**src/rtl/nw_pkg.sv**
```systemverilog
// Shared definitions for the Needleman-Wunsch job sequencer.
// Holds the direction-matrix encoding, the sequencer state type and the
// error codes reported on err_code.
package nw_pkg;

    // Direction matrix encoding as produced by the scoring grid.
    localparam logic [1:0] TOP_DIR    = 2'b00;
    localparam logic [1:0] LEFT_DIR   = 2'b01;
    localparam logic [1:0] CORNER_DIR = 2'b10;
    localparam logic [1:0] BAD_DIR    = 2'b11;

    typedef enum logic [1:0] {
        StIdle   = 2'b00,
        StLoad   = 2'b01,
        StSettle = 2'b10,
        StTrace  = 2'b11
    } state_t;

    localparam logic [1:0] ERR_NONE    = 2'b00;
    localparam logic [1:0] ERR_TIMEOUT = 2'b01;
    localparam logic [1:0] ERR_ILLEGAL = 2'b10;
    localparam logic [1:0] ERR_LOST    = 2'b11;

endpackage

```
**src/rtl/nw_job_sequencer_if.sv**
```systemverilog
// Bundle of every non-clock/reset signal of nw_job_sequencer.
//   job input : in_valid, in_ready, in_s1, in_s2
//   grid side : grid_s1, grid_s2, grid_clear, grid_valid, dir_x, dir_y, dir_in
//   path out  : path_valid, path_ready, path_x, path_y, path_last
//   status    : busy, done, err, err_code
// modport master is the sequencer; modport slave is its environment
// (job source, scoring grid and path consumer).
interface nw_job_sequencer_if #(
    parameter int unsigned LENGTH      = 10,
    parameter int unsigned CWIDTH      = 2,
    parameter int unsigned CORD_LENGTH = 8
);
    localparam int unsigned SW = LENGTH * CWIDTH;

    logic                   in_valid;
    logic                   in_ready;
    logic [SW-1:0]          in_s1;
    logic [SW-1:0]          in_s2;
    logic [SW-1:0]          grid_s1;
    logic [SW-1:0]          grid_s2;
    logic                   grid_clear;
    logic                   grid_valid;
    logic [CORD_LENGTH-1:0] dir_x;
    logic [CORD_LENGTH-1:0] dir_y;
    logic [1:0]             dir_in;
    logic                   path_valid;
    logic                   path_ready;
    logic [CORD_LENGTH-1:0] path_x;
    logic [CORD_LENGTH-1:0] path_y;
    logic                   path_last;
    logic                   busy;
    logic                   done;
    logic                   err;
    logic [1:0]             err_code;

    modport master (
        input  in_valid, in_s1, in_s2, grid_valid, dir_in, path_ready,
        output in_ready, grid_s1, grid_s2, grid_clear, dir_x, dir_y,
               path_valid, path_x, path_y, path_last, busy, done, err, err_code
    );

    modport slave (
        output in_valid, in_s1, in_s2, grid_valid, dir_in, path_ready,
        input  in_ready, grid_s1, grid_s2, grid_clear, dir_x, dir_y,
               path_valid, path_x, path_y, path_last, busy, done, err, err_code
    );

endinterface

```
**src/rtl/nw_trace_step.sv**
```systemverilog
// One traceback step through the direction matrix (purely combinational).
//   x, y     : current cell
//   dir      : direction stored at (y, x)
//   nx, ny   : next cell
//   illegal  : dir is the unused code and no edge guard applied
//   last     : current cell is (0,0)
// On the top row or left column the walk is forced along the edge, so a
// zero coordinate is never decremented regardless of dir.
module nw_trace_step
    import nw_pkg::*;
#(
    parameter int unsigned CORD_LENGTH = 8
) (
    input  logic [CORD_LENGTH-1:0] x,
    input  logic [CORD_LENGTH-1:0] y,
    input  logic [1:0]             dir,
    output logic [CORD_LENGTH-1:0] nx,
    output logic [CORD_LENGTH-1:0] ny,
    output logic                   illegal,
    output logic                   last
);

    localparam logic [CORD_LENGTH-1:0] ONE = CORD_LENGTH'(1);

    always_comb begin
        nx      = x;
        ny      = y;
        illegal = 1'b0;
        last    = (x == '0) && (y == '0);
        if (x == '0) begin
            if (y != '0) ny = y - ONE;
        end else if (y == '0) begin
            nx = x - ONE;
        end else begin
            case (dir)
                TOP_DIR:    ny = y - ONE;
                LEFT_DIR:   nx = x - ONE;
                CORNER_DIR: begin
                    nx = x - ONE;
                    ny = y - ONE;
                end
                default:    illegal = 1'b1;
            endcase
        end
    end

endmodule

```
**src/rtl/nw_job_sequencer.sv**
```systemverilog
// Runs one Needleman-Wunsch alignment job at a time on the combinational
// scoring grid: accepts a string pair, holds the grid in clear for a cycle,
// waits for the corner cell to settle, then walks the direction matrix from
// (LENGTH-1, LENGTH-1) back to (0,0), streaming coordinates with backpressure.
// Ports:
//   clk, reset : clock, synchronous active-low reset
//   bus        : nw_job_sequencer_if.master (job input, grid side, path output,
//                busy/done/err status)
module nw_job_sequencer
    import nw_pkg::*;
#(
    parameter int unsigned LENGTH        = 10,
    parameter int unsigned CWIDTH        = 2,
    parameter int unsigned CORD_LENGTH   = 8,
    parameter int unsigned SETTLE_CYCLES = 4,
    parameter int unsigned TIMEOUT       = 64
) (
    input  logic                clk,
    input  logic                reset,
    nw_job_sequencer_if.master  bus
);

    localparam int unsigned SW    = LENGTH * CWIDTH;
    localparam int unsigned CNT_W = $clog2(TIMEOUT + 1);

    localparam logic [CORD_LENGTH-1:0] START      = CORD_LENGTH'(LENGTH - 1);
    localparam logic [CNT_W-1:0]       SETTLE_MIN = CNT_W'(SETTLE_CYCLES - 1);
    localparam logic [CNT_W-1:0]       CNT_LIMIT  = CNT_W'(TIMEOUT - 1);

    state_t                 state_q, state_d;
    logic [SW-1:0]          s1_q, s1_d;
    logic [SW-1:0]          s2_q, s2_d;
    logic [CORD_LENGTH-1:0] x_q, x_d;
    logic [CORD_LENGTH-1:0] y_q, y_d;
    logic [CNT_W-1:0]       cnt_q, cnt_d;
    logic                   done_q, done_d;
    logic                   err_q, err_d;
    logic [1:0]             code_q, code_d;

    logic [CORD_LENGTH-1:0] step_x, step_y;
    logic                   step_illegal, step_last;
    logic                   accept;

    nw_trace_step #(
        .CORD_LENGTH (CORD_LENGTH)
    ) u_step (
        .x       (x_q),
        .y       (y_q),
        .dir     (bus.dir_in),
        .nx      (step_x),
        .ny      (step_y),
        .illegal (step_illegal),
        .last    (step_last)
    );

    always_ff @(posedge clk) begin
        if (!reset) begin
            state_q <= StIdle;
            s1_q    <= '0;
            s2_q    <= '0;
            x_q     <= START;
            y_q     <= START;
            cnt_q   <= '0;
            done_q  <= 1'b0;
            err_q   <= 1'b0;
            code_q  <= ERR_NONE;
        end else begin
            state_q <= state_d;
            s1_q    <= s1_d;
            s2_q    <= s2_d;
            x_q     <= x_d;
            y_q     <= y_d;
            cnt_q   <= cnt_d;
            done_q  <= done_d;
            err_q   <= err_d;
            code_q  <= code_d;
        end
    end

    always_comb begin
        state_d = state_q;
        s1_d    = s1_q;
        s2_d    = s2_q;
        x_d     = x_q;
        y_d     = y_q;
        cnt_d   = cnt_q;
        done_d  = 1'b0;
        err_d   = 1'b0;
        code_d  = code_q;
        accept  = bus.in_valid && bus.in_ready;

        case (state_q)
            StIdle: begin
                if (accept) begin
                    s1_d    = bus.in_s1;
                    s2_d    = bus.in_s2;
                    x_d     = START;
                    y_d     = START;
                    state_d = StLoad;
                end
            end
            StLoad: begin
                cnt_d   = '0;
                state_d = StSettle;
            end
            StSettle: begin
                cnt_d = cnt_q + CNT_W'(1);
                if (cnt_q >= SETTLE_MIN && bus.grid_valid) begin
                    state_d = StTrace;
                end else if (cnt_q == CNT_LIMIT) begin
                    err_d   = 1'b1;
                    code_d  = ERR_TIMEOUT;
                    state_d = StIdle;
                end
            end
            StTrace: begin
                // Losing grid_valid outranks any beat offered in the same cycle.
                if (!bus.grid_valid) begin
                    err_d   = 1'b1;
                    code_d  = ERR_LOST;
                    state_d = StIdle;
                end else if (bus.path_ready) begin
                    if (step_last) begin
                        done_d  = 1'b1;
                        state_d = StIdle;
                    end else if (step_illegal) begin
                        err_d   = 1'b1;
                        code_d  = ERR_ILLEGAL;
                        state_d = StIdle;
                    end else begin
                        x_d = step_x;
                        y_d = step_y;
                    end
                end
            end
            default: state_d = StIdle;
        endcase
    end

    assign bus.in_ready   = (state_q == StIdle) && reset;
    assign bus.grid_s1    = s1_q;
    assign bus.grid_s2    = s2_q;
    assign bus.grid_clear = (state_q == StIdle) || (state_q == StLoad);
    assign bus.dir_x      = x_q;
    assign bus.dir_y      = y_q;
    // Gated by grid_valid so no beat can complete in a cycle that aborts.
    assign bus.path_valid = (state_q == StTrace) && bus.grid_valid;
    assign bus.path_x     = x_q;
    assign bus.path_y     = y_q;
    assign bus.path_last  = step_last;
    assign bus.busy       = (state_q != StIdle);
    assign bus.done       = done_q;
    assign bus.err        = err_q;
    assign bus.err_code   = code_q;

endmodule

```
**src/flat_wrapper.sv**
```systemverilog
// flat-port wrapper written by rule: the top's interface ports become plain ports
module nw_job_sequencer_flat import nw_pkg::*;
#(
    parameter int unsigned LENGTH        = 10,
    parameter int unsigned CWIDTH        = 2,
    parameter int unsigned CORD_LENGTH   = 8,
    parameter int unsigned SETTLE_CYCLES = 4,
    parameter int unsigned TIMEOUT       = 64
)
  (clk, reset, bus_in_valid, bus_in_s1, bus_in_s2, bus_grid_valid, bus_dir_in, bus_path_ready, bus_in_ready, bus_grid_s1, bus_grid_s2, bus_grid_clear, bus_dir_x, bus_dir_y, bus_path_valid, bus_path_x, bus_path_y, bus_path_last, bus_busy, bus_done, bus_err, bus_err_code);
  nw_job_sequencer_if #(.LENGTH(LENGTH), .CWIDTH(CWIDTH), .CORD_LENGTH(CORD_LENGTH)) bus_i ();
  input  logic clk;
  input  logic reset;
  input wire logic [$bits(bus_i.in_valid)-1:0] bus_in_valid;
  input wire logic [$bits(bus_i.in_s1)-1:0] bus_in_s1;
  input wire logic [$bits(bus_i.in_s2)-1:0] bus_in_s2;
  input wire logic [$bits(bus_i.grid_valid)-1:0] bus_grid_valid;
  input wire logic [$bits(bus_i.dir_in)-1:0] bus_dir_in;
  input wire logic [$bits(bus_i.path_ready)-1:0] bus_path_ready;
  output wire logic [$bits(bus_i.in_ready)-1:0] bus_in_ready;
  output wire logic [$bits(bus_i.grid_s1)-1:0] bus_grid_s1;
  output wire logic [$bits(bus_i.grid_s2)-1:0] bus_grid_s2;
  output wire logic [$bits(bus_i.grid_clear)-1:0] bus_grid_clear;
  output wire logic [$bits(bus_i.dir_x)-1:0] bus_dir_x;
  output wire logic [$bits(bus_i.dir_y)-1:0] bus_dir_y;
  output wire logic [$bits(bus_i.path_valid)-1:0] bus_path_valid;
  output wire logic [$bits(bus_i.path_x)-1:0] bus_path_x;
  output wire logic [$bits(bus_i.path_y)-1:0] bus_path_y;
  output wire logic [$bits(bus_i.path_last)-1:0] bus_path_last;
  output wire logic [$bits(bus_i.busy)-1:0] bus_busy;
  output wire logic [$bits(bus_i.done)-1:0] bus_done;
  output wire logic [$bits(bus_i.err)-1:0] bus_err;
  output wire logic [$bits(bus_i.err_code)-1:0] bus_err_code;
  assign bus_i.in_valid = bus_in_valid;
  assign bus_i.in_s1 = bus_in_s1;
  assign bus_i.in_s2 = bus_in_s2;
  assign bus_i.grid_valid = bus_grid_valid;
  assign bus_i.dir_in = bus_dir_in;
  assign bus_i.path_ready = bus_path_ready;
  assign bus_in_ready = bus_i.in_ready;
  assign bus_grid_s1 = bus_i.grid_s1;
  assign bus_grid_s2 = bus_i.grid_s2;
  assign bus_grid_clear = bus_i.grid_clear;
  assign bus_dir_x = bus_i.dir_x;
  assign bus_dir_y = bus_i.dir_y;
  assign bus_path_valid = bus_i.path_valid;
  assign bus_path_x = bus_i.path_x;
  assign bus_path_y = bus_i.path_y;
  assign bus_path_last = bus_i.path_last;
  assign bus_busy = bus_i.busy;
  assign bus_done = bus_i.done;
  assign bus_err = bus_i.err;
  assign bus_err_code = bus_i.err_code;
  nw_job_sequencer #(.LENGTH(LENGTH), .CWIDTH(CWIDTH), .CORD_LENGTH(CORD_LENGTH), .SETTLE_CYCLES(SETTLE_CYCLES), .TIMEOUT(TIMEOUT)) u_core (.clk(clk), .reset(reset), .bus(bus_i));
endmodule
```
**config.mk**
```make
export PLATFORM = sky130hd
export DESIGN_NAME = nw_job_sequencer_flat
export DESIGN_NICKNAME = d
export VERILOG_FILES = /design/src/rtl/nw_pkg.sv /design/src/rtl/nw_job_sequencer_if.sv /design/src/rtl/nw_trace_step.sv /design/src/rtl/nw_job_sequencer.sv /design/src/flat_wrapper.sv
export SDC_FILE = /design/constraint.sdc
export NUM_CORES = 1
export LEC_CHECK = 0
export ABC_AREA = 0
export BUFFER_PORTS_ARGS = -buffer_cell sky130_fd_sc_hd__buf_2
export CORE_MARGIN = 10
export CORE_UTILIZATION = 35
export CTS_BUF_LIST = sky130_fd_sc_hd__clkbuf_8 sky130_fd_sc_hd__clkbuf_16
export CTS_CLUSTER_SIZE = 20
export DETAILED_ROUTE_END_ITERATION = 10
export GPL_TIMING_DRIVEN = 0
export HOLD_SLACK_MARGIN = 0.15
export SYNTH_ARGS = -nofsm -noshare
export SYNTH_HDL_FRONTEND = slang
export SYNTH_HIERARCHICAL = 1
export SYNTH_SLANG_ARGS = --single-unit
```
**constraint.sdc**
```tcl
create_clock -name clk -period 3.3 [get_ports clk]
set_input_delay 0.825 -clock clk [delete_from_list [all_inputs] [get_ports clk]]
set_output_delay 0.825 -clock clk [all_outputs]
set_load 0.01 [all_outputs]
```
# Yosys cells after proc, flatten, opt, wreduce, memory -nomap -nowiden
# Cells that the tools add are included.
# Widths: inputs -> output; s select.
[op_classes]
addsub = 3
magnitude_cmp = 1
n_eq_ne = 23
muxes = 45
reduce_logical = 24
[op_table]
columns = ["op", "count"]
rows = [
  ["$mux 8", 16],
  ["$pmux 8 s2", 2],
  ["$mux 2", 13],
  ["$ne 3x3->1 const B", 6],
  ["$logic_not 8->1", 2],
  ["$sub 8x1->8 const B", 2],
  ["$pmux 7 s2", 1],
  ["$ne 2x2->1 const B", 6],
  ["$mux 1", 10],
  ["$reduce_and 9->1", 1],
  ["$pmux 2 s4", 1],
  ["$reduce_and 4->1", 2],
  ["$reduce_and 8->1", 1],
  ["$reduce_bool 2->1", 4],
  ["$reduce_bool 8->1", 1],
  ["$add 7x1->7 const B", 1],
  ["$eq 7x6->1 const B", 1],
  ["$ge 7x2->1 const B", 1],
  ["$eq 2x2->1 const B", 3],
  ["$reduce_and 6->1", 1],
  ["$logic_and 1x1->1", 5],
  ["$eq 2x1->1 const B", 2],
  ["$logic_not 2->1", 2],
  ["$ne 2x1->1 const B", 2],
  ["9 further kinds", 10],
]
[totals]
reg_bits = 69
input_bits = 47
output_inout_bits = 81
elab_cells = 105

# Logic depth before layout (Yosys ltp)
# Gate-level depths: netlist of the first run.
[logic_depth]
word_depth = 10
ltp_mapped = 10
mapped_depth_nobuf = 9

# Hierarchy
# The synthesis of the first run kept the hierarchy.
[modules_own_cells]
columns = ["module", "n_inst", "cells_per_inst", "area_per_inst_um2", "seq_area_each_um2"]
rows = [
  ["nw_job_sequencer", 1, 330, 2815.2, 1381.3],
  ["nw_trace_step", 1, 75, 520.5, 0.0],
]

# Least setup slack after synthesis of the first run
# OpenSTA, ideal clock, no wires.
[synth_path]
kind = "register -> register"
from = "register u_core.x_q[0], in the netlist u_core/bus.dir_x[0]"
to = "register u_core.code_q[1], in the netlist u_core/bus.err_code[1]"
setup_time_ps = 119
arrival_ps = 2436
t_required_ps = 3181
path_slack_ps = 746
path_stages_with_launch = 10
path_buffers = 0
period_less_slack_ps = 2554
cell_sequence = "dfxtp_1 > inv_1 > ha_1 > or3b_2 > nor2_1 > and2_1 > and3b_1 > o21ai_0 > nor3_1 > o221a_1"
[synth_between]
elab_chain_cells = 4
elab_cells_between_ends = 6
cone_classes = "eq/ne (2); mux (1); reduce/logical (3)"
[synth_rtl]
columns = ["element", "line", "rtl"]
rows = [
  ["from (decl)", "nw_job_sequencer.sv:33", "logic [CORD_LENGTH-1:0] x_q, x_d;"],
  ["from (signal assigned)", "nw_job_sequencer.sv:61", "x_q <= START;"],
  ["from (signal assigned)", "nw_job_sequencer.sv:71", "x_q <= x_d;"],
  ["$logic_not 8->1", "nw_trace_step.sv:29", "last = (x == '0) && (y == '0);"],
  ["$logic_and 1x1->1", "nw_trace_step.sv:29", ""],
  ["net bus_path_last", "flat_wrapper.sv:29", "output wire logic [$bits(bus_i.path_last)-1:0] bus_path_last;"],
  ["$ne 3x3->1 (no line)", "--", ""],
  ["$reduce_and 6->1 (no line)", "--", ""],
  ["to (signal assigned)", "nw_job_sequencer.sv:76", "code_q <= code_d;"],
  ["to (decl)", "nw_job_sequencer.sv:38", "logic [1:0] code_q, code_d;"],
]
# The timed path passes the listed nets, and every way through them passes these cells.
# A chain may end at the register's enable or synchronous reset.

# Final worst setup path of the first run
[layout_path]
from = "register u_core.x_q[0], in the netlist u_core/bus.dir_x[0]"
to = "output port bus_path_last"
[layout_between]
elab_chain_cells = 2
[layout_rtl]
columns = ["element", "line"]
rows = [
  ["$logic_not 8->1", "nw_trace_step.sv:29"],
  ["$logic_and 1x1->1", "nw_trace_step.sv:29"],
  ["to (decl)", "flat_wrapper.sv:29"],
]
# Every way passes these cells.

==> results of run 1 <==
[Yosys cell counts (3+ instances only)]
library cell / instances
nand2_1: 91
dfxtp_1: 69
nand3_1: 44
nor2_1: 18
buf_4: 17
a22oi_1: 13
clkbuf_1: 13
inv_1: 12
nor2b_1: 12
o21ai_0: 12
ha_1: 11
mux2_2: 7
nor3_1: 5
xnor2_1: 5
buf_1: 4
nand2b_1: 4
nor4_1: 4
o22ai_1: 4
or4_1: 4
a21oi_1: 3
and2_1: 3
nand4_1: 3
nor3b_1: 3
o21ai_1: 3
o41ai_1: 3
or3_1: 3
[sequential cells by signal, summed over array words and instances, names as in the netlist]
| register | count |
|---|---|
| u_core/state_q | 2 |
| u_core/bus.err | 1 |
| u_core/bus.dir_x | 8 |
| u_core/bus.grid_s2 | 20 |
| u_core/bus.err_code | 2 |
| u_core/bus.grid_s1 | 20 |
| u_core/bus.dir_y | 8 |
| u_core/bus.done | 1 |
| u_core/cnt_q | 7 |
[cell type report]
| cell class | count | share of cell area |
|---|---|---|
| inverter | 12 | 0.0103 |
| multi-input combinational | 287 | 0.390 |
| clock inverter | 7 | 0.0263 |
| sequential | 69 | 0.316 |
| clock buffer | 9 | 0.0283 |
| timing repair buffer | 127 | 0.145 |
| tap | 129 | 0.0369 |
| buffer | 37 | 0.0472 |
[worst paths after layout]
path                                      startpoint                            endpoint  depth (start not counted)
hold / removal    u_core/bus.grid_s2[3]$_SDFFE_PN0P_  u_core/bus.grid_s2[3]$_SDFFE_PN0P_                          2
setup / recovery    u_core/bus.dir_x[0]$_SDFFE_PN1P_                       bus_path_last                          6
hold reg to reg   u_core/bus.grid_s2[3]$_SDFFE_PN0P_  u_core/bus.grid_s2[3]$_SDFFE_PN0P_                          2
setup reg to reg    u_core/bus.dir_x[0]$_SDFFE_PN1P_    u_core/bus.dir_x[1]$_SDFFE_PN0P_                         10
[metrics by stage]
stage / cell area, um^2 / hold WS [ns] / util / instances / power [mW]
after global routing: 4380 / 0.468 / 0.474 / 677 / 2.61
after global placement: 4130 / 0.439 / 0.447 / 661 / 1.65
after CTS: 4370 / 0.456 / 0.473 / 677 / 2.49
after floorplan: 3340 / 0.471 / - / 405 / 1.40
after detailed placement: 4130 / 0.443 / 0.447 / 661 / 1.66
final: 4380 / 0.453 / 0.474 / 677 / 2.45
[per-layer routing]
layer,vias up,routed length [um],GRT usage
li1,1653,-,-
met1,1441,4400,0.174
met2,108,4110,0.191
met3,10,1100,0.0710
met4,0,85,0.0464
met5,-,0,0
[logic make-up (layout without fill, tap and decap cells)]
family                     after synthesis  after routing  synth area share
xor gates and xnor gates                 7              7            0.0184
DFF                                     69             69             0.414
adders and majority gates               11             11            0.0413
muxes                                    9              9            0.0296
buffers and inverters                   49            192            0.0754
AOI/OAI and AO/OA                       55             55             0.123
and+or+nand+nor                        205            205             0.298
[report_power, final]
group,total [mW],leakage [nW],switching [mW],internal (mW)
clock,0.828,0.121,0.328,0.499
sequential,1.01,0.564,0.0614,0.944
combinational,0.621,1.45,0.385,0.236
total,2.45,2.13,0.775,1.68
[critical path, cell delays in order (launching register included)]
cell and delay [ns]:
dfxtp_1 0.38, inv_1 0.14, ha_1 0.20, or3b_2 0.47, nor2_2 0.26, and2_2 0.31, buf_2 0.17
[timing repair]
action | CTS | global route
resized for setup | 1 | 1
pin swaps | 0 | 0
setup endpoints to repair | 1 | 1
==> results.md, run 1 <==
- Status: completed
- DRC viols: 0
- Seq/Total Area, Yosys: 0.414
- Final Max Tran Viols: 0
- DIE HEIGHT: 118 um
- Achievable Freq: 323 MHz
- Cell type with the largest total area after synthesis: dfxtp_1
- Top cell type's share of synthesized area: 0.414
- Final worst slack: 0.207 ns
- Vias per inst: 4.74
- Startpoint Class: register
- Root buffer cell: clkbuf_8
- FFs w/ async S/R, synth: 0
- Largest net degree at the start of global routing: 13
- Most frequent cells in the layout: buf_2, nand2_1, dfxtp_1, nand3_1
- Vias in the first global route: 3148
- Placer Congestion: 0.812
- Max Cap Violations: 0
- DP HPWL: between 7 and 8 mm
- Clock slew at reported path FFs: 0.08 ns
- Multi-input combinational cell area: 1710 um^2
- Syn_area_per_cell: 8.24 um^2
- Initial antenna violation count: 0
- Ys Warns: 6
- Final worst-path cycle share: 0.937
- Setup violations, final: 0
- Slew @ Worst Pin: ~0.76 ns
- Flops & latches, synth: 69
- Worst vdd ir: 0.293 mV
- Largest fanout on the critical path: 7
- Starting Density: 0.361
- Leak Pwr: 2.13 nW
- Tmin final: 3.09 ns
- Row count: 35
- Mapped Cells: 405
- Crit path required time: 2.47 ns
- Synthesis-to-layout area growth: 31.2%
- Pwr Density: about 560 nW/um^2
- Antenna diodes: 0
- Layout cells sized above 1: 0.328
- Total track usage: 0.137
- Setup TNS: 0 ns
- Setup WS pre-CTS: 0.334 ns
- Number of port buffers: about 130
- Via count: 3212
- Synth Cell Area: 3340 um^2
- Initial DRT Pass Iterations: 4
- Cts hold-fix bufs: 0
- Setup crit end kind: output port
- Die span in x: about 120 um
- Maximum clock insertion buffer count: 2
- Mapped Nets: 463
- RSZ-0062 raised after global routing: false
- Hold WC Path Type: reg2reg
- Setup CP Type: reg2out
- TritonCTS Sinks: a little under 70
- Initial DRC Count: 191
- Avg WL per Cell: between 10 and 15 um
- H-tree levels: 3
- Final Hold Vio Count: 0
- Post-synthesis cell type count: 54
- Die area: around 14000 um^2
- Ports: 128
- First-pass GRT wire length: 16.0 mm
- Reg2reg setup slack: 0.56 ns
- Sequential standard cell area: between 1000 and 1500 um^2
- Core area: just over 9000 um^2
- Final net count: 601
- Post-synth EDFFs: 0
- Antenna Nets Post-Route: 0
- Worst-skew pair later-pin latency: 0.34 ns
- Total CTS buffers: 9
- Area contributors post-synth: dfxtp_1, nand2_1, nand3_1, ha_1, buf_4
- Slew headroom: 0.492
- Commonest non-fill, non-tap cell in the layout: buf_2
- Clock skew: 0.00726 ns
- Layout fillers: 945
- Critical path arrival: 2.27 ns
- TritonCTS clock tree: built
- Final WL: around 9.7 mm
- Ys flop type: dfxtp_1
- Global route overflow: 0
- Postcts setup bufs: 0
Note: power is estimated with default switching activity, not from simulation.
==> run 2: changes to the inputs <==
- CELL_PAD_IN_SITES_DETAIL_PLACEMENT: default -> 1
- CELL_PAD_IN_SITES_GLOBAL_PLACEMENT: default -> 2
- CORE_UTILIZATION: 35 -> 27
- CTS_CLUSTER_SIZE: 20 -> default
- PLACE_DENSITY_LB_ADDON: default -> 0.1
==> results.md, run 2 (synthesis results as in run 1) <==
- Placed cells: 700 (was 661)
- PnR Total Power: 2.53 mW (was 2.45 mW)
- Int Power: 1.70 mW (was 1.68 mW)
- Multi-input combinational cell area: 1710 um^2 (unchanged)
- DRC viols: 0 (unchanged)
- First-pass GRT wire length: 18.7 mm (was 16.0 mm)
- Slowest cell on crit path: or3b_2 (unchanged)
- Placed inst area: 4180 um^2 (was 4130 um^2)
- Total track usage: 0.131 (was 0.137)
- Critical path arrival: 2.27 ns (about the same)
- Worst vdd ir: 0.319 mV (was 0.293 mV)
- TritonCTS clock tree: built (unchanged)
- Global route overflow: 0 (unchanged)
- Die area: 17200 um^2 (was 13800 um^2)
- Initial DRC Count: 106 (was 191)
- Number of port buffers: 127 (unchanged)
- Max Cap Violations: 0 (unchanged)
- Critical path buffers and inverters: 2 (unchanged)
- Initial antenna violation count: 0 (unchanged)
- Crit path required time: 2.47 ns (about the same)
- Layout cells sized above 1: 0.325 (was 0.328)
- Hold WC Path Type: reg2reg (unchanged)
- Ports: 128 (unchanged)
- Clock skew: 0.00607 ns (was 0.00726 ns)
- Postcts setup bufs: 0 (unchanged)
- Slew headroom: 0.455 (was 0.492)
- Commonest non-fill, non-tap cell in the layout: buf_2 (unchanged)
- Startpoint Class: register (unchanged)
- Setup crit end kind: output port (unchanged)
- Initial DRT Pass Iterations: 5 (was 4)
- Post-Layout Cell Count: 716 (was 677)
- Antenna Nets Post-Route: 0 (unchanged)
- Final Hold Vio Count: 0 (unchanged)
- Die span in x: 131 um (was 118 um)
- Net Switching: 826 uW (was 775 uW)
- Crit-path max cell delay: 0.47 ns (about the same)
- Largest net degree at the start of global routing: 12 (was 13)
- CP cell instances: inv_1, ha_1, or3b_2, nor2_2, and2_2, buf_2 (unchanged)
- Synthesis-to-layout area growth: 33.6% (was 31.2%)
- Clock slew at reported path FFs: 0.06 ns (was 0.08 ns)
- Switching Fraction: 0.327 (was 0.316)
- Via count: 3302 (was 3212)
- Root buffer cell: clkbuf_16 (was clkbuf_8)
- Sequential standard cell area: 1380 um^2 (unchanged)
- Vias per inst: 4.61 (was 4.74)
- Hold WS: 0.452 ns (was 0.453 ns)
- TritonCTS Sinks: 69 (unchanged)
- Core area: 12100 um^2 (was 9240 um^2)
- Final worst slack: 0.207 ns (about the same)
- Final worst-path cycle share: 0.937 (about the same)
- Pwr Density: 567 nW/um^2 (was 561 nW/um^2)
- Setup CP Type: reg2out (unchanged)
- Final net count: 601 (unchanged)
- Delay-heaviest family, CP: simple AND/OR/NAND/NOR gates (unchanged)
- Achievable Freq: 323 MHz (about the same)
- Row count: 40 (was 35)
- Slew @ Worst Pin: 0.815 ns (was 0.760 ns)
- Total CTS buffers: 9 (unchanged)
- Layout Utilization: 0.370 (was 0.474)
- RSZ-0062 raised after global routing: false (unchanged)
- Worst-skew pair later-pin latency: 0.34 ns (about the same)
- Comb pwr share: 0.251 (was 0.253)
- DIE HEIGHT: 131 um (was 118 um)
- Largest fanout on the critical path: 7 (unchanged)
- DP HPWL: 8.57 mm (was 7.36 mm)
- Setup violations, final: 0 (unchanged)
- Final Max Tran Viols: 0 (unchanged)
- Setup WS pre-CTS: 0.267 ns (was 0.334 ns)
- Clock power frac: 0.351 (was 0.337)
- Vias in the first global route: 3533 (was 3148)
- Final Cell Area: 4460 um^2 (was 4380 um^2)
- Avg WL per Cell: 15.7 um (was 14.3 um)
- Status: completed (unchanged)
- Sequential share of power: 0.398 (was 0.410)
- Maximum clock insertion buffer count: 2 (unchanged)
- Most frequent cells in the layout: buf_2, nand2_1, dfxtp_1, nand3_1 (unchanged)
- Tmin final: 3.09 ns (about the same)
- Layout fillers: 1494 (was 945)
- H-tree levels: 3 (unchanged)
- Leak Pwr: 2.15 nW (was 2.13 nW)
- Starting Density: 0.277 (was 0.361)
- Final WL: 11.3 mm (was 9.70 mm)
- Placer Congestion: 0.732 (was 0.812)
- Setup TNS: 0 ns (unchanged)
-- run 2: path summary, 6_finish.rpt --
kind,start,to,slack (ns),cells past startpoint
hold reg to reg,u_core/bus.grid_s1[0]$_SDFFE_PN0P_,u_core/bus.grid_s1[0]$_SDFFE_PN0P_,0.45,2
setup / recovery,u_core/bus.dir_x[1]$_SDFFE_PN0P_,bus_path_last,0.21,6
setup reg to reg,u_core/bus.dir_x[1]$_SDFFE_PN0P_,u_core/bus.dir_x[4]$_SDFFE_PN0P_,0.48,10
hold / removal,u_core/bus.grid_s1[0]$_SDFFE_PN0P_,u_core/bus.grid_s1[0]$_SDFFE_PN0P_,0.45,2
-- run 2: power groups by stage --
stage                     sequential (mW)  clock [mW]  combinational, mW
after floorplan                      1.06           0              0.334
after global placement               1.02           0              0.643
after detailed placement             1.02           0              0.653
after CTS                            1.01       0.930              0.657
after global routing                 1.02       0.962              0.722
final                                1.01       0.887              0.634
-- run 2: worst reg2reg max path, delay by kind of cell (launching register included) --
| kind | cells | cell delay, ns |
|---|---|---|
| buf+inv | 2 | 0.40 |
| compound gates | 2 | 0.34 |
| fa+ha+maj | 1 | 0.23 |
| flops | 1 | 0.47 |
| simple gates | 5 | 1.32 |
-- run 2: cell type report --
type / count / share of cell area
multi-input combinational: 287 / 0.383
clock buffer: 10 / 0.0536
timing repair buffer: 127 / 0.143
buffer: 37 / 0.0463
inverter: 12 / 0.0101
antenna: 1 / 0.000561
sequential: 69 / 0.310
clock inverter: 5 / 0.00674
tap: 168 / 0.0472
-- run 2: per-layer routing --
layer / up-vias / track usage / routed length (um)
met5: - / 0 / 0
met4: 0 / 0.0375 / 75
met3: 6 / 0.0720 / 1040
met2: 83 / 0.205 / 5170
met1: 1553 / 0.151 / 4970
li1: 1660 / - / -
-- run 2: what timing repair did --
action,4_1_cts,5_1_grt
resized for setup,1,1
hold buffers,0,0
pin swaps,0,0
setup endpoints to repair,1,1
cloned,0,0
==> run 3: changes to the inputs <==
- SETUP_SLACK_MARGIN: default -> 0.3
==> results.md, run 3 (synthesis results as in run 1) <==
- Setup TNS: 0 ns (unchanged)
- Layout fillers: 1500 (was 1494)
- Setup CP Type: reg2out (unchanged)
- Delay-heaviest family, CP: simple AND/OR/NAND/NOR gates (unchanged)
- Worst-skew pair later-pin latency: 0.34 ns (about the same)
- Slowest cell on crit path: or3b_2 (unchanged)
- Clock slew at reported path FFs: 0.05 ns (was 0.06 ns)
- Final Hold Vio Count: 0 (unchanged)
- Final Max Tran Viols: 0 (unchanged)
- Largest fanout on the critical path: 7 (unchanged)
- Layout cells sized above 1: 0.333 (was 0.325)
- Max Cap Violations: 0 (unchanged)
- Row count: 40 (unchanged)
- Critical path buffers and inverters: 2 (unchanged)
- Synthesis-to-layout area growth: 34.7% (was 33.6%)
- Cts hold-fix bufs: 0 (unchanged)
- Die span in x: 131 um (unchanged)
- Hold WS: 0.452 ns (unchanged)
- Clock skew: 0.00607 ns (about the same)
- Final worst-path cycle share: 0.873 (was 0.937)
- TritonCTS clock tree: built (unchanged)
- Largest net degree at the start of global routing: 12 (unchanged)
- Maximum clock insertion buffer count: 2 (unchanged)
- Die area: 17200 um^2 (unchanged)
- Via count: 3326 (was 3302)
- DIE HEIGHT: 131 um (unchanged)
- Most frequent cells in the layout: buf_2, nand2_1, dfxtp_1, nand3_1, buf_4 (was buf_2, nand2_1, dfxtp_1, nand3_1)
- Pwr Density: 563 nW/um^2 (was 567 nW/um^2)
- Commonest non-fill, non-tap cell in the layout: buf_2 (unchanged)
- DRC viols: 0 (unchanged)
- Achievable Freq: 347 MHz (was 323 MHz)
- Starting Density: 0.277 (unchanged)
- RSZ-0062 raised after global routing: false (unchanged)
- Avg WL per Cell: 15.9 um (was 15.7 um)
- Slew headroom: 0.587 (was 0.455)
- Multi-input combinational cell area: 1720 um^2 (was 1710 um^2)
- Hold WC Path Type: reg2reg (unchanged)
- Vias per inst: 4.63 (was 4.61)
- Placer Congestion: 0.732 (unchanged)
- Ports: 128 (unchanged)
- Final WL: 11.4 mm (was 11.3 mm)
- Total track usage: 0.132 (was 0.131)
- Sequential standard cell area: 1380 um^2 (unchanged)
- Setup crit end kind: output port (unchanged)
- Status: completed (unchanged)
- TritonCTS Sinks: 69 (unchanged)
- Slew @ Worst Pin: 0.619 ns (was 0.815 ns)
- Root buffer cell: clkbuf_16 (unchanged)
- DP HPWL: 8.57 mm (unchanged)
- Core area: 12100 um^2 (unchanged)
- Final net count: 604 (was 601)
- Startpoint Class: register (unchanged)
- Initial antenna violation count: 0 (unchanged)
- First-pass GRT wire length: 18.7 mm (about the same)
- Tmin final: 2.88 ns (was 3.09 ns)
- H-tree levels: 3 (unchanged)
- Total CTS buffers: 9 (unchanged)
- Initial DRT Pass Iterations: 5 (unchanged)
- Crit path required time: 2.47 ns (about the same)
- Global route overflow: 0 (unchanged)
- Initial DRC Count: 103 (was 106)
- Setup violations, final: 0 (unchanged)
- Antenna Nets Post-Route: 0 (unchanged)
- CP cell instances: inv_1, ha_1, or3b_2, nor2_4, and2_4, buf_2 (was inv_1, ha_1, or3b_2, nor2_2, and2_2, buf_2)
- Critical path arrival: 2.06 ns (was 2.27 ns)
- Number of port buffers: 127 (unchanged)
- Worst vdd ir: 0.319 mV (about the same)
- Crit-path max cell delay: 0.49 ns (was 0.47 ns)
- Leak Pwr: 2.18 nW (was 2.15 nW)
- Vias in the first global route: 3538 (was 3533)
-- run 3: worst reg2reg max path, cell delays in order, from the launching register on --
cell and delay, ns:
dfxtp_1 0.37, inv_1 0.14, ha_1 0.20, or3b_2 0.49, nor2_4 0.15, buf_4 0.16, nor3b_2 0.09, nand4bb_1 0.23
a22o_1 0.30, buf_2 0.22, a22oi_1 0.19, nor2b_1 0.07
-- run 3: through the flow --
stage | util | instance area (um^2) | std cells | setup WS (ns) | total power, mW
6_report | 0.372 | 4490 | 719 | 0.418 | 2.53
5_1_grt | 0.372 | 4490 | 718 | 0.311 | 2.71
4_1_cts | 0.371 | 4470 | 716 | 0.318 | 2.59
3_5_place_dp | 0.347 | 4180 | 700 | 0.267 | 1.68
3_3_place_gp | 0.347 | 4180 | 700 | 0.280 | 1.66
2_1_floorplan | - | 3340 | 405 | 0.746 | 1.40
-- run 3: worst paths after layout --
kind	start	end	slack (ns)	depth (start not counted)
worst min register to register	u_core/bus.grid_s1[0]$_SDFFE_PN0P_	u_core/bus.grid_s1[0]$_SDFFE_PN0P_	0.45	2
worst max register to register	u_core/bus.dir_x[0]$_SDFFE_PN1P_	u_core/bus.dir_x[4]$_SDFFE_PN0P_	0.58	11
worst min-delay path	u_core/bus.grid_s1[0]$_SDFFE_PN0P_	u_core/bus.grid_s1[0]$_SDFFE_PN0P_	0.45	2
worst max-delay path	u_core/bus.dir_x[0]$_SDFFE_PN1P_	bus_path_last	0.42	6
-- run 3: per-layer routing --
layer,global-route usage,vias to the layer above,routed length (um)
li1,-,1666,-
met1,0.151,1560,5020
met2,0.207,92,5250
met3,0.0720,8,1070
met4,0.0375,0,82
met5,0,-,0
-- run 3: cell type report --
cell class | count | area share
antenna | 1 | 0.000557
sequential | 69 | 0.308
buffer | 37 | 0.0462
multi-input combinational | 287 | 0.382
tap | 168 | 0.0468
clock buffer | 10 | 0.0532
clock inverter | 5 | 0.00669
inverter | 12 | 0.0100
timing repair buffer | 130 | 0.147
-- run 3: timing repair --
item | in CTS | in global routing
pin swaps | 1 | 1
setup endpoints to repair | 4 | 11
buffers inserted | 1 | 2
gates resized for setup | 5 | 1
-- run 3: power breakdown --
part / total [mW] / switching [mW] / internal (mW)
Combinational: 0.636 / 0.399 / 0.238
Sequential: 1.01 / 0.0619 / 0.945
Clock: 0.888 / 0.367 / 0.520
Total: 2.53 / 0.828 / 1.70
